[src/rtl/player_kinematics.sv]
// -----------------------------------------------------------------------------
// player_kinematics
//
// Turns the limited mouse/jump position into the blob's final on-screen
// coordinates. The x coordinate is clamped to the player's half-court and is
// rate-limited to MAX_STEP pixels per physics tick. The y coordinate is
// clamped so the blob never sinks below the ground line. Signed per-tick
// velocities are produced for the ball-bounce physics. A small state machine
// tracks ground/air state and emits one-tick jump and land pulses.
//
// Every output is registered. Inputs sampled on one clk_div edge are visible
// after the next edge.
//
// Ports
//   clk_div     in   1   physics tick clock, all state changes on posedge
//   rst         in   1   synchronous, active-high reset
//   xpos_in     in   12  unsigned target x from the limiter
//   ypos_in     in   12  unsigned y from the jump generator
//   x_player    out  12  clamped, rate-limited x
//   y_player    out  12  y, never below GROUND_Y
//   vx          out  8   signed x velocity in px/tick, positive is rightwards
//   vy          out  8   signed y velocity in px/tick, positive is upwards
//   airborne    out  1   1 while the blob is above the ground
//   jump_pulse  out  1   one tick on a ground-to-air transition
//   land_pulse  out  1   one tick on an air-to-ground transition
//   valid       out  1   outputs meaningful, low only in the tick after reset
// -----------------------------------------------------------------------------
module player_kinematics #(
    parameter int X_MIN    = 0,
    parameter int X_MAX    = 500,
    parameter int X_START  = 250,
    parameter int GROUND_Y = 679,
    parameter int MAX_STEP = 24
) (
    input  logic        clk_div,
    input  logic        rst,
    input  logic [11:0] xpos_in,
    input  logic [11:0] ypos_in,
    output logic [11:0] x_player,
    output logic [11:0] y_player,
    output logic [7:0]  vx,
    output logic [7:0]  vy,
    output logic        airborne,
    output logic        jump_pulse,
    output logic        land_pulse,
    output logic        valid
);

    // Parameters resized once so every comparison below is width-matched.
    localparam logic [11:0]        X_MIN_C    = 12'(X_MIN);
    localparam logic [11:0]        X_MAX_C    = 12'(X_MAX);
    localparam logic [11:0]        X_START_C  = 12'(X_START);
    localparam logic [11:0]        GROUND_C   = 12'(GROUND_Y);
    localparam logic signed [12:0] STEP_POS_C = 13'(MAX_STEP);
    localparam logic signed [12:0] STEP_NEG_C = -13'(MAX_STEP);

    typedef enum logic [1:0] {
        ST_INIT   = 2'd0,
        ST_GROUND = 2'd1,
        ST_AIR    = 2'd2
    } state_t;

    // Saturate a 13-bit signed difference into the 8-bit signed velocity range.
    function automatic logic [7:0] sat8(input logic signed [12:0] val);
        logic [7:0] res;
        if (val > 13'sd127) begin
            res = 8'h7F;
        end else if (val < -13'sd128) begin
            res = 8'h80;
        end else begin
            res = val[7:0];
        end
        return res;
    endfunction

    // Registered state and outputs
    state_t      state_r;
    logic [11:0] x_player_r;
    logic [11:0] y_player_r;
    logic [7:0]  vx_r;
    logic [7:0]  vy_r;
    logic        airborne_r;
    logic        jump_pulse_r;
    logic        land_pulse_r;
    logic        valid_r;

    // Combinational datapath
    logic [11:0]        tgt_s;
    logic signed [12:0] dx_s;
    logic signed [12:0] step_s;
    logic [11:0]        x_step_s;
    logic [11:0]        yc_s;
    logic signed [12:0] dy_s;
    logic [7:0]         vy_sat_s;

    // Next-state values
    state_t      state_nxt_s;
    logic [11:0] x_nxt_s;
    logic [11:0] y_nxt_s;
    logic [7:0]  vx_nxt_s;
    logic [7:0]  vy_nxt_s;
    logic        airborne_nxt_s;
    logic        jump_nxt_s;
    logic        land_nxt_s;
    logic        valid_nxt_s;

    // Clamp the x target into the half-court. The lower bound is compared
    // signed with a zero-extended input so a zero X_MIN is not a constant
    // unsigned comparison, and large inputs clamp rather than wrap.
    always_comb begin
        tgt_s = xpos_in;
        if ($signed({1'b0, xpos_in}) < $signed({1'b0, X_MIN_C})) begin
            tgt_s = X_MIN_C;
        end else if (xpos_in > X_MAX_C) begin
            tgt_s = X_MAX_C;
        end else begin
            tgt_s = xpos_in;
        end
    end

    // Rate limiter: the applied step is the signed distance to the target,
    // limited to +/-MAX_STEP. The 12-bit add is exact because the result
    // always lies between the current x and the clamped target.
    always_comb begin
        dx_s   = $signed({1'b0, tgt_s}) - $signed({1'b0, x_player_r});
        step_s = dx_s;
        if (dx_s > STEP_POS_C) begin
            step_s = STEP_POS_C;
        end else if (dx_s < STEP_NEG_C) begin
            step_s = STEP_NEG_C;
        end else begin
            step_s = dx_s;
        end
        x_step_s = x_player_r + step_s[11:0];
    end

    // Y path: anything at or below the ground line is treated as ground.
    // Screen y grows downwards, so old minus new gives an upward-positive
    // velocity.
    always_comb begin
        yc_s = ypos_in;
        if (ypos_in > GROUND_C) begin
            yc_s = GROUND_C;
        end else begin
            yc_s = ypos_in;
        end
        dy_s     = $signed({1'b0, y_player_r}) - $signed({1'b0, yc_s});
        vy_sat_s = sat8(dy_s);
    end

    // Ground/air FSM and selection of next output values.
    always_comb begin
        state_nxt_s    = state_r;
        x_nxt_s        = x_step_s;
        y_nxt_s        = yc_s;
        vx_nxt_s       = step_s[7:0];
        vy_nxt_s       = vy_sat_s;
        airborne_nxt_s = 1'b0;
        jump_nxt_s     = 1'b0;
        land_nxt_s     = 1'b0;
        valid_nxt_s    = 1'b1;

        case (state_r)
            ST_INIT: begin
                // First tick after reset: snap to the clamped inputs with
                // no rate limit and no motion, and raise no events.
                x_nxt_s  = tgt_s;
                vx_nxt_s = 8'd0;
                vy_nxt_s = 8'd0;
                if (yc_s < GROUND_C) begin
                    state_nxt_s    = ST_AIR;
                    airborne_nxt_s = 1'b1;
                end else begin
                    state_nxt_s    = ST_GROUND;
                    airborne_nxt_s = 1'b0;
                end
            end
            ST_GROUND: begin
                if (yc_s < GROUND_C) begin
                    state_nxt_s    = ST_AIR;
                    airborne_nxt_s = 1'b1;
                    jump_nxt_s     = 1'b1;
                end else begin
                    state_nxt_s    = ST_GROUND;
                    airborne_nxt_s = 1'b0;
                end
            end
            ST_AIR: begin
                if (yc_s == GROUND_C) begin
                    state_nxt_s    = ST_GROUND;
                    airborne_nxt_s = 1'b0;
                    land_nxt_s     = 1'b1;
                end else begin
                    state_nxt_s    = ST_AIR;
                    airborne_nxt_s = 1'b1;
                end
            end
            default: begin
                // Unreachable encoding: fall back to INIT, which reloads
                // the position on the following tick.
                state_nxt_s = ST_INIT;
                x_nxt_s     = x_player_r;
                y_nxt_s     = y_player_r;
                vx_nxt_s    = 8'd0;
                vy_nxt_s    = 8'd0;
                valid_nxt_s = 1'b0;
            end
        endcase
    end

    // State and output registers with synchronous reset. A reset in the air
    // simply drops back to the reset values, so no land pulse is produced.
    always_ff @(posedge clk_div) begin
        if (rst) begin
            state_r      <= ST_INIT;
            x_player_r   <= X_START_C;
            y_player_r   <= GROUND_C;
            vx_r         <= 8'd0;
            vy_r         <= 8'd0;
            airborne_r   <= 1'b0;
            jump_pulse_r <= 1'b0;
            land_pulse_r <= 1'b0;
            valid_r      <= 1'b0;
        end else begin
            state_r      <= state_nxt_s;
            x_player_r   <= x_nxt_s;
            y_player_r   <= y_nxt_s;
            vx_r         <= vx_nxt_s;
            vy_r         <= vy_nxt_s;
            airborne_r   <= airborne_nxt_s;
            jump_pulse_r <= jump_nxt_s;
            land_pulse_r <= land_nxt_s;
            valid_r      <= valid_nxt_s;
        end
    end

    assign x_player   = x_player_r;
    assign y_player   = y_player_r;
    assign vx         = vx_r;
    assign vy         = vy_r;
    assign airborne   = airborne_r;
    assign jump_pulse = jump_pulse_r;
    assign land_pulse = land_pulse_r;
    assign valid      = valid_r;

endmodule

[config.mk]
export PLATFORM = sky130hd
export DESIGN_NAME = player_kinematics
export DESIGN_NICKNAME = d
export VERILOG_FILES = /design/src/rtl/player_kinematics.sv
export SDC_FILE = /design/constraint.sdc
export NUM_CORES = 1
export LEC_CHECK = 0
export CAP_MARGIN = 20
export CORE_UTILIZATION = 45
export DETAILED_ROUTE_END_ITERATION = 10
export PLACE_DENSITY = 0.71
export SYNTH_ARGS = -nofsm -noshare
export SYNTH_HDL_FRONTEND = slang
export SYNTH_SLANG_ARGS = --single-unit
[constraint.sdc]
create_clock -name clk_div -period 21.7 [get_ports clk_div]
set_input_delay 6.51 -clock clk_div [delete_from_list [all_inputs] [get_ports clk_div]]
set_output_delay 6.51 -clock clk_div [all_outputs]
set_load 0.01 [all_outputs]
==> flow_summary.toml, run 1 <==
[yosys]
ys_ff_latch = 45
yosysSeqAreaShare_pct = 24.41
netlist.area_leader.share_pct = 24.41
yosysTopAreaCell = "dfxtp_1"
synth_warnings = 0
synth_cell_types = 70
netlist_area_sq_um = 3691
yosysMostFrequentCell = "nor2_1"
synth-edff-count = 0
async_flop_share_pct = 0
synth_flop_cell = "dfxtp_1"
synth_area_leaders = "dfxtp_1 (24%), ha_1 (14%), nor2_1 (5.2%)"
synth_commonest_cells = "nor2_1 (51), dfxtp_1 (45), ha_1 (40)"
syn_inst = 465
synth_area_per_cell_sq_um = 7.938

[critical_path]
cpMostUsedCell = "a21oi_1"
worstPathMaxFanout = 12
worstPathArrival_ns = 12.78
regToRegSetupSlack_ns = 16.37
cp.required_ns = 21.93
worstSetupStartpointType = "primary input"
endpoint_kind = "flop"
r2r_start = "x_player[0]$_SDFFE_PP0P_"
path_delay_family = "compound AO/OA/AOI/OAI gates"
cp_slowest_cell = "a21oi_1"
max_stage_delay_ns = 0.80
rr_endpoint = "x_player[11]$_SDFFE_PP0P_"
crit_type = "in -> reg"
worstPathCellList = "clkdlybuf4s50_1 -> o21ai_1 -> a211oi_1 -> nor4_2 -> nand2_1 -> ha_1 -> fa_1 -> and2b_2 -> o211ai_1 -> a211o_1 -> a21oi_1 -> inv_1 -> mux2i_4 -> or2_1 -> ha_1 -> o21ai_0 -> o21a_1 -> o21ai_0 -> a21oi_1 -> a211o_1 -> xnor2_1 -> mux2_2 -> a21oi_1"
path_buf_inv = 2
ff2ff_path_depth = 18

[sta]
hold_violations = 0
max_slew_margin_pct = 30.86
worst_pin_slew_ns = 1.037
final.setup.tns_ns = 0
rsz0062_at_grt = "false"
fmax_ghz = 0.07968
fin_crit_sh_pct = 57.84
fin_worst_skew_ns = 0.01208
slew_violations = 0
fin_crit_ns = 12.55
setup_violations = 0

[min_path]
min_from = "y_player[11]$_SDFFE_PP0P_"
hold_path.class = "reg -> reg"
hold_end = "y_player[11]$_SDFFE_PP0P_"
min_path_cells = 1

[clock_tree]
cts_resized = 0
cts-root-buf = "clkbuf_8"
clock_latency_ns = 0.30
clockBufferDepth = 2
cts-htree-levels = 2
cts_setup_buffers = 0
clk_pin_slew_ns = 0.08
cts_tree = "done"
hold_buffers = 0
clock_sinks = 45
cts_buffers = 5

[route]
wire_per_inst_microns = 14.14
firstDrtPassIters = 4
totalWireLength_mm = 8.977
vias = 3507
first_iter_violations = 132
drc_errors = 0
viasPerCell = 5.523
ant_nets = 0

[final_layout]
antenna_cells = 0
fin_nets = 602
fillCellCount = 742
drive_above_1_share_pct = 6.379
final_util_pct = 58.69
area_growth_pct = 24.78

[placement]
gp_congestion = 0.8916
place_hpwl_mm = 7.161
io_buffers = 69

[job]
drv_cap = 0

[global_route]
grt_max_degree = 31
antenna_found_initial = 0
grt-ovfl-total = 0
grt_pass1_vias = 3312
grt_use_total_pct = 21.85
grt_pass1_wl_mm = 15.19

[status]
status = "finished clean"

[power]
p_leak_nw = 1.982
ir_drop_uv = 44.51
powerDensity_nw_per_um2 = 71.64

[die]
rows = 32
pin_count = 70
die_x_microns = 92.57
core-area_sq_um = 7848
die_height_microns = 92.57
start_util_pct = 47.03
dieArea_sq_um = 8568
cells by family after synthesis:
kind of cell	Yosys count	share of synthesized area [%]
xor gates and xnor gates	19	4.712
adders and majority gates	43	15.19
AOI/OAI and AO/OA	122	22.27
DFF	45	24.41
and+or+nand+nor	176	25.36
other	2	0.2035
buffers and inverters	50	5.322
muxes	8	2.542
final cells by class:
cell class | instances | area [sq um] | area share (%)
Clock buffer | 5 | 68.82 | 1.494
Clock inverter | 2 | 38.79 | 0.8422
Inverter | 37 | 138.9 | 3.015
Multi-Input combinational cell | 373 | 2605 | 56.56
Sequential cell | 45 | 900.9 | 19.56
Tap cell | 102 | 127.6 | 2.771
Timing Repair Buffer | 71 | 725.7 | 15.76
per-stage QoR:
step	cells	hold slack (ns)	worst slack, ns	power [mW]	area [sq um]
global route	635	0.5155	8.695	0.3553	4606
CTS	634	0.5002	9.155	0.3297	4578
global placement	627	0.4854	9.126	0.2617	4471
floorplan	468	0.5102	10.28	0.2231	3702
detailed placement	627	0.4886	8.878	0.2657	4471
finish	635	0.5014	9.149	0.3300	4606
placed cells by master (no fill, tap or decap), types with 4 or more instances in the layout:
master	Yosys	routed
clkdlybuf4s50_1	0	69
nor2_1	51	51
dfxtp_1	45	45
ha_1	40	40
inv_1	36	36
a21oi_1	32	32
o21ai_0	24	24
nand2_1	23	23
nor3_1	21	21
nand2b_1	19	19
nor2b_1	11	11
xnor2_1	9	9
xor2_1	9	9
nand3_1	8	8
o21a_1	7	7
a211oi_1	7	7
mux2i_1	6	6
nor3b_1	6	6
o21bai_1	6	6
o21ai_1	6	6
or2_2	5	5
or2_1	5	5
conb_1	2	5
clkbuf_8	0	5
and2_1	4	4
a211o_1	4	4
a31oi_1	4	4
a21o_1	4	4
state kept, by name (all words and copies together), names as in the netlist:
register    flops
valid           1
land_pulse      1
jump_pulse      1
vy              8
x_player       12
y_player       12
state_r         2
vx              8
worst max-delay path by stage:
stage               startpoint                        end  slack (ns)  depth (start not counted)
floorplan           xpos_in[0]  x_player[11]$_SDFFE_PP0P_       10.28                         23
global placement    xpos_in[1]  x_player[11]$_SDFFE_PP0P_        9.13                         23
detailed placement  xpos_in[1]  x_player[11]$_SDFFE_PP0P_        8.88                         23
CTS                 xpos_in[1]  x_player[11]$_SDFFE_PP0P_        9.15                         23
global route        xpos_in[1]  x_player[11]$_SDFFE_PP0P_        8.70                         23
finish              xpos_in[1]  x_player[11]$_SDFFE_PP0P_        9.15                         23
routing by layer:
| metal | vias to the layer above | wire (microns) | track usage (%) |
|---|---|---|---|
| li1 | 1786 | - | - |
| met1 | 1598 | 4249 | 28.16 |
| met2 | 102 | 4123 | 37.10 |
| met3 | 21 | 393 | 3.202 |
| met4 | 0 | 211 | 7.292 |
| met5 | - | 0 | 0 |
report_power, final:
part	total [mW]	leakage, nW	switching [mW]	internal [mW]
registers	0.0951	0.368	0.00607	0.0890
logic	0.171	1.56	0.0916	0.0797
clock network	0.0636	0.0546	0.0295	0.0341
Power figures use the tool's default switching activity.
==> inputs of run 2 (changes only) <==
==> constraint.sdc (replaced) <==
create_clock -name clk_div -period 12.25 [get_ports clk_div]
set_input_delay 3.675 -clock clk_div [delete_from_list [all_inputs] [get_ports clk_div]]
set_output_delay 3.675 -clock clk_div [all_outputs]
set_load 0.01 [all_outputs]
==> flow_summary.toml, run 2 (synthesis gave the netlist of run 1 again) <==
[status]
status = "finished clean"

[critical_path]
rr_endpoint = "x_player[11]$_SDFFE_PP0P_"
worstSetupStartpointType = "primary input"
cpMostUsedCell = "a21oi_1"
regToRegSetupSlack_ns = 6.94
max_stage_delay_ns = 0.76
ff2ff_path_depth = 18
crit_type = "in -> reg"
cp.required_ns = 12.48
worstPathMaxFanout = 12
worstPathCellList = "clkdlybuf4s50_1 -> o21ai_1 -> a211oi_1 -> nor4_2 -> nand2_1 -> ha_1 -> fa_1 -> and2b_2 -> o211ai_1 -> a211o_1 -> a21oi_1 -> inv_1 -> mux2i_4 -> or2_1 -> ha_1 -> o21ai_0 -> o21a_1 -> o21ai_0 -> a21oi_1 -> a211o_1 -> xnor2_1 -> mux2_2 -> a21oi_1"
endpoint_kind = "flop"
cp_slowest_cell = "a21oi_1"
r2r_start = "x_player[0]$_SDFFE_PP0P_"
worstPathArrival_ns = 9.91

[final_layout]
multi_input_area_sq_um = 2605
stdcell_area_sq_um = 4567
antenna_cells = 0
fillCellCount = 730
area_growth_pct = 23.73
fin_nets = 601
final_cell_mix = "clkdlybuf4s50_1 (69), nor2_1 (51), dfxtp_1 (45)"
final_common_cell = "clkdlybuf4s50_1"
layout.cells.non_filler = 635
final_util_pct = 58.20
seq_area_sq_um = 900.9
drive_above_1_share_pct = 6.379

[power]
powerDensity_nw_per_um2 = 125.0
ir_drop_uv = 53.74
p_leak_nw = 1.968

[sta]
fin_worst_skew_ns = 0.01391
final.setup.tns_ns = 0
setup_violations = 0
setup_ws_ns = 2.572
fin_crit_ns = 9.678
worst_pin_slew_ns = 1.063
fmax_ghz = 0.1033
rsz0062_at_grt = "false"
max_slew_margin_pct = 29.13
fin_crit_sh_pct = 79.01
hold_violations = 0
slew_violations = 0

[route]
drc_errors = 0
wire_per_inst_microns = 14.26
viasPerCell = 5.502
ant_nets = 0
first_iter_violations = 114
firstDrtPassIters = 4
vias = 3494
totalWireLength_mm = 9.057

[placement]
place_ws_ns = 2.326
gp_congestion = 0.8918
place_hpwl_mm = 7.198
placed_cells = 627
placed_cell_area_sq_um = 4471
io_buffers = 69

[clock_tree]
hold_buffers = 0
clk_pin_slew_ns = 0.08
cts_tree = "done"
cts-root-buf = "clkbuf_8"
cts_buffers = 5
clockBufferDepth = 2
cts_resized = 0
cts-htree-levels = 2
cts_setup_buffers = 0
clock_sinks = 45
clock_latency_ns = 0.31

[min_path]
min_from = "y_player[11]$_SDFFE_PP0P_"
min_path_cells = 1
hold_path.class = "reg -> reg"
hold_end = "y_player[11]$_SDFFE_PP0P_"

[global_route]
grt_pass1_vias = 3279
grt_pass1_wl_mm = 15.19
grt_use_total_pct = 21.99
grt_max_degree = 31
grt-ovfl-total = 0
antenna_found_initial = 0

[die]
start_util_pct = 47.03
core-area_sq_um = 7848
pin_count = 70
die_x_microns = 92.57
rows = 32
die_height_microns = 92.57
dieArea_sq_um = 8568

[job]
drv_cap = 0
==> run 2: routing by layer <==
metal | wire (microns) | track usage (%) | up-vias | share of wire (%)
met2 | 4203 | 37.10 | 103 | 46
li1 | - | - | 1788 | -
met4 | 189 | 7.943 | 0 | 2.1
met3 | 423 | 2.874 | 18 | 4.7
met5 | 0 | 0 | - | 0
met1 | 4241 | 28.53 | 1585 | 47
==> run 2: cell type report <==
| type | instances | area share, % |
|---|---|---|
| Multi-Input combinational cell | 373 | 57.04 |
| Sequential cell | 45 | 19.73 |
| Timing Repair Buffer | 70 | 15.29 |
| Inverter | 37 | 3.041 |
| Tap cell | 102 | 2.795 |
| Clock buffer | 6 | 1.808 |
| Clock inverter | 2 | 0.3014 |
==> run 2: power breakdown <==
group          total (mW)  internal (mW)  switching, mW
Combinational       0.304          0.141          0.163
Sequential          0.168          0.158         0.0108
Clock              0.0987         0.0458         0.0529
Total               0.571          0.344          0.226
==> run 2: how the worst max path moves through the flow <==
stage / slack (ns) / to / cells after the start / from
2_1_floorplan: 3.66 / x_player[11]$_SDFFE_PP0P_ / 23 / xpos_in[0]
3_3_place_gp: 2.51 / x_player[11]$_SDFFE_PP0P_ / 23 / xpos_in[1]
3_5_place_dp: 2.33 / x_player[11]$_SDFFE_PP0P_ / 23 / xpos_in[1]
4_1_cts: 2.59 / x_player[11]$_SDFFE_PP0P_ / 23 / xpos_in[1]
5_1_grt: 2.00 / x_player[8]$_SDFFE_PP0P_ / 25 / xpos_in[1]
6_report: 2.57 / x_player[11]$_SDFFE_PP0P_ / 23 / xpos_in[1]
==> run 2: metrics by stage <==
step	power, mW	hold slack (ns)
final	0.5707	0.5008
after detailed placement	0.4703	0.4878
after global placement	0.4636	0.4854
after CTS	0.5697	0.5013
after global routing	0.6147	0.5148
after floorplan	0.3952	0.5102
==> run 2: worst max-delay path: cells and delay by family <==
| family | cells | cell delay [ns] |
|---|---|---|
| AO/OA/AOI/OAI | 11 | 2.62 |
| AND/OR/NAND/NOR | 4 | 1.19 |
| multiplexers | 2 | 0.65 |
| buffers and inverters | 2 | 0.68 |
| adder cells (fa/ha/maj) | 3 | 0.93 |
| XOR/XNOR | 1 | 0.15 |
==> inputs of run 3 (changes only) <==
==> constraint.sdc (replaced) <==
create_clock -name clk_div -period 10.1 [get_ports clk_div]
set_input_delay 3.03 -clock clk_div [delete_from_list [all_inputs] [get_ports clk_div]]
set_output_delay 3.03 -clock clk_div [all_outputs]
set_load 0.01 [all_outputs]
==> flow_summary.toml, run 3 (synthesis gave the netlist of run 1 again) <==
[status]
status = "finished clean"

[route]
firstDrtPassIters = 4
drc_errors = 0
wire_per_inst_microns = 14.04
totalWireLength_mm = 8.931
vias = 3492
first_iter_violations = 126
ant_nets = 0
viasPerCell = 5.491

[critical_path]
worstPathMaxFanout = 9
worstPathArrival_ns = 8.93
cp_slowest_cell = "nor4_2"
worstPathCellList = "clkdlybuf4s50_1 -> o21ai_1 -> a211oi_1 -> nor4_2 -> nand2_1 -> ha_1 -> fa_1 -> and2b_2 -> o211ai_1 -> a211o_1 -> and2b_2 -> xnor2_2 -> nor4_2 -> mux2i_4 -> or2_1 -> ha_1 -> o21ai_0 -> o21a_1 -> o21ai_0 -> a21oi_1 -> a211o_1 -> xnor2_1 -> mux2_2 -> a21oi_1"
endpoint_kind = "flop"
worstSetupStartpointType = "primary input"
crit_type = "in -> reg"
cp.required_ns = 10.32
max_stage_delay_ns = 0.53

[die]
die_height_microns = 92.57
dieArea_sq_um = 8568
start_util_pct = 47.03
core-area_sq_um = 7848
die_x_microns = 92.57
rows = 32
pin_count = 70

[sta]
fin_crit_sh_pct = 86.23
setup_violations = 0
fin_crit_ns = 8.710
fmax_ghz = 0.1148
max_slew_margin_pct = 30.33
setup_ws_ns = 1.390
hold_violations = 0
worst_pin_slew_ns = 1.045
rsz0062_at_grt = "false"
fin_worst_skew_ns = 0.01629
slew_violations = 0
final.setup.tns_ns = 0

[final_layout]
final_cell_mix = "clkdlybuf4s50_1 (69), nor2_1 (51), dfxtp_1 (45)"
drive_above_1_share_pct = 6.554
area_growth_pct = 24.00
final_common_cell = "clkdlybuf4s50_1"
antenna_cells = 0
fillCellCount = 782
fin_nets = 602

[global_route]
antenna_found_initial = 0
grtUsageMet3_pct = 2.381
grtUsageMet2_pct = 38.46
grt-ovfl-total = 0
grt_pass1_vias = 3274
grt-busiest-layer = "met2"
grt_use_met1_pct = 28.03
grt_use_total_pct = 21.84
grt_pass1_wl_mm = 15.17
grt_max_degree = 31

[clock_tree]
clock_latency_ns = 0.31
cts_buffers = 5
cts_resized = 0
clock_sinks = 45
cts-htree-levels = 2
cts_setup_buffers = 0
cts_tree = "done"
clk_pin_slew_ns = 0.09
cts-root-buf = "clkbuf_8"
hold_buffers = 0
clockBufferDepth = 2

[min_path]
hold_path.class = "reg -> reg"

[placement]
gp_congestion = 0.8902
io_buffers = 69
place_hpwl_mm = 7.195
place_ws_ns = 1.137

[job]
drv_cap = 0

[power]
finalPower_mw = 0.6948
ir_drop_uv = 74.58
p_leak_nw = 1.969
powerDensity_nw_per_um2 = 151.8
run 3: cell types whose count changed in the layout (fill, tap and decap cells not counted), sizes merged:
cell      change
clkinvlp      +1
buf           +1
inv           +1
clkinv        -2
run 3: worst paths after layout:
check / from / end / depth (start not counted) / slack [ns]
hold reg to reg: y_player[10]$_SDFFE_PP0P_ / y_player[10]$_SDFFE_PP0P_ / 1 / 0.51
setup reg to reg: x_player[0]$_SDFFE_PP0P_ / x_player[11]$_SDFFE_PP0P_ / 19 / 5.11
hold / removal: y_player[10]$_SDFFE_PP0P_ / y_player[10]$_SDFFE_PP0P_ / 1 / 0.51
setup / recovery: xpos_in[1] / x_player[11]$_SDFFE_PP0P_ / 24 / 1.39
run 3: per-layer routing:
metal	share of wire, %	routed length, microns
met4	1.5	132
met1	47	4191
met2	48	4271
met5	0	0
met3	3.8	336
run 3: final cells by class:
class	instances	area, sq um	area share [%]
tap	102	127.6	2.788
sequential	45	900.9	19.68
multi-input combinational	373	2605	56.92
timing repair buffer	71	705.7	15.42
inverter	37	138.9	3.034
clock inverter	2	16.27	0.3554
clock buffer	6	82.58	1.804
run 3: through the flow:
step           area, sq um  instances  util, %  hold slack (ns)
2_1_floorplan         3702        468        -           0.5102
3_5_place_dp          4478        628    57.06           0.4949
6_report              4577        636    58.32           0.5095
3_3_place_gp          4478        628    57.06           0.4865
5_1_grt               4577        636    58.32           0.5473
4_1_cts               4577        636    58.32           0.5079
run 3: power by group:
part / internal (mW) / switching [mW] / leakage, nW / total (mW)
clock: 0.0564 / 0.0660 / 0.0478 / 0.122
sequential: 0.191 / 0.0126 / 0.368 / 0.204
combinational: 0.172 / 0.196 / 1.55 / 0.369
run 3: worst max-delay path, delay by kind of cell:
family,cells,cell delay (ns)
xor gates and xnor gates,2,0.33
buffers and inverters,1,0.44
muxes,2,0.53
and+or+nand+nor,6,1.78
adders and majority gates,3,0.94
AOI/OAI and AO/OA,10,1.88
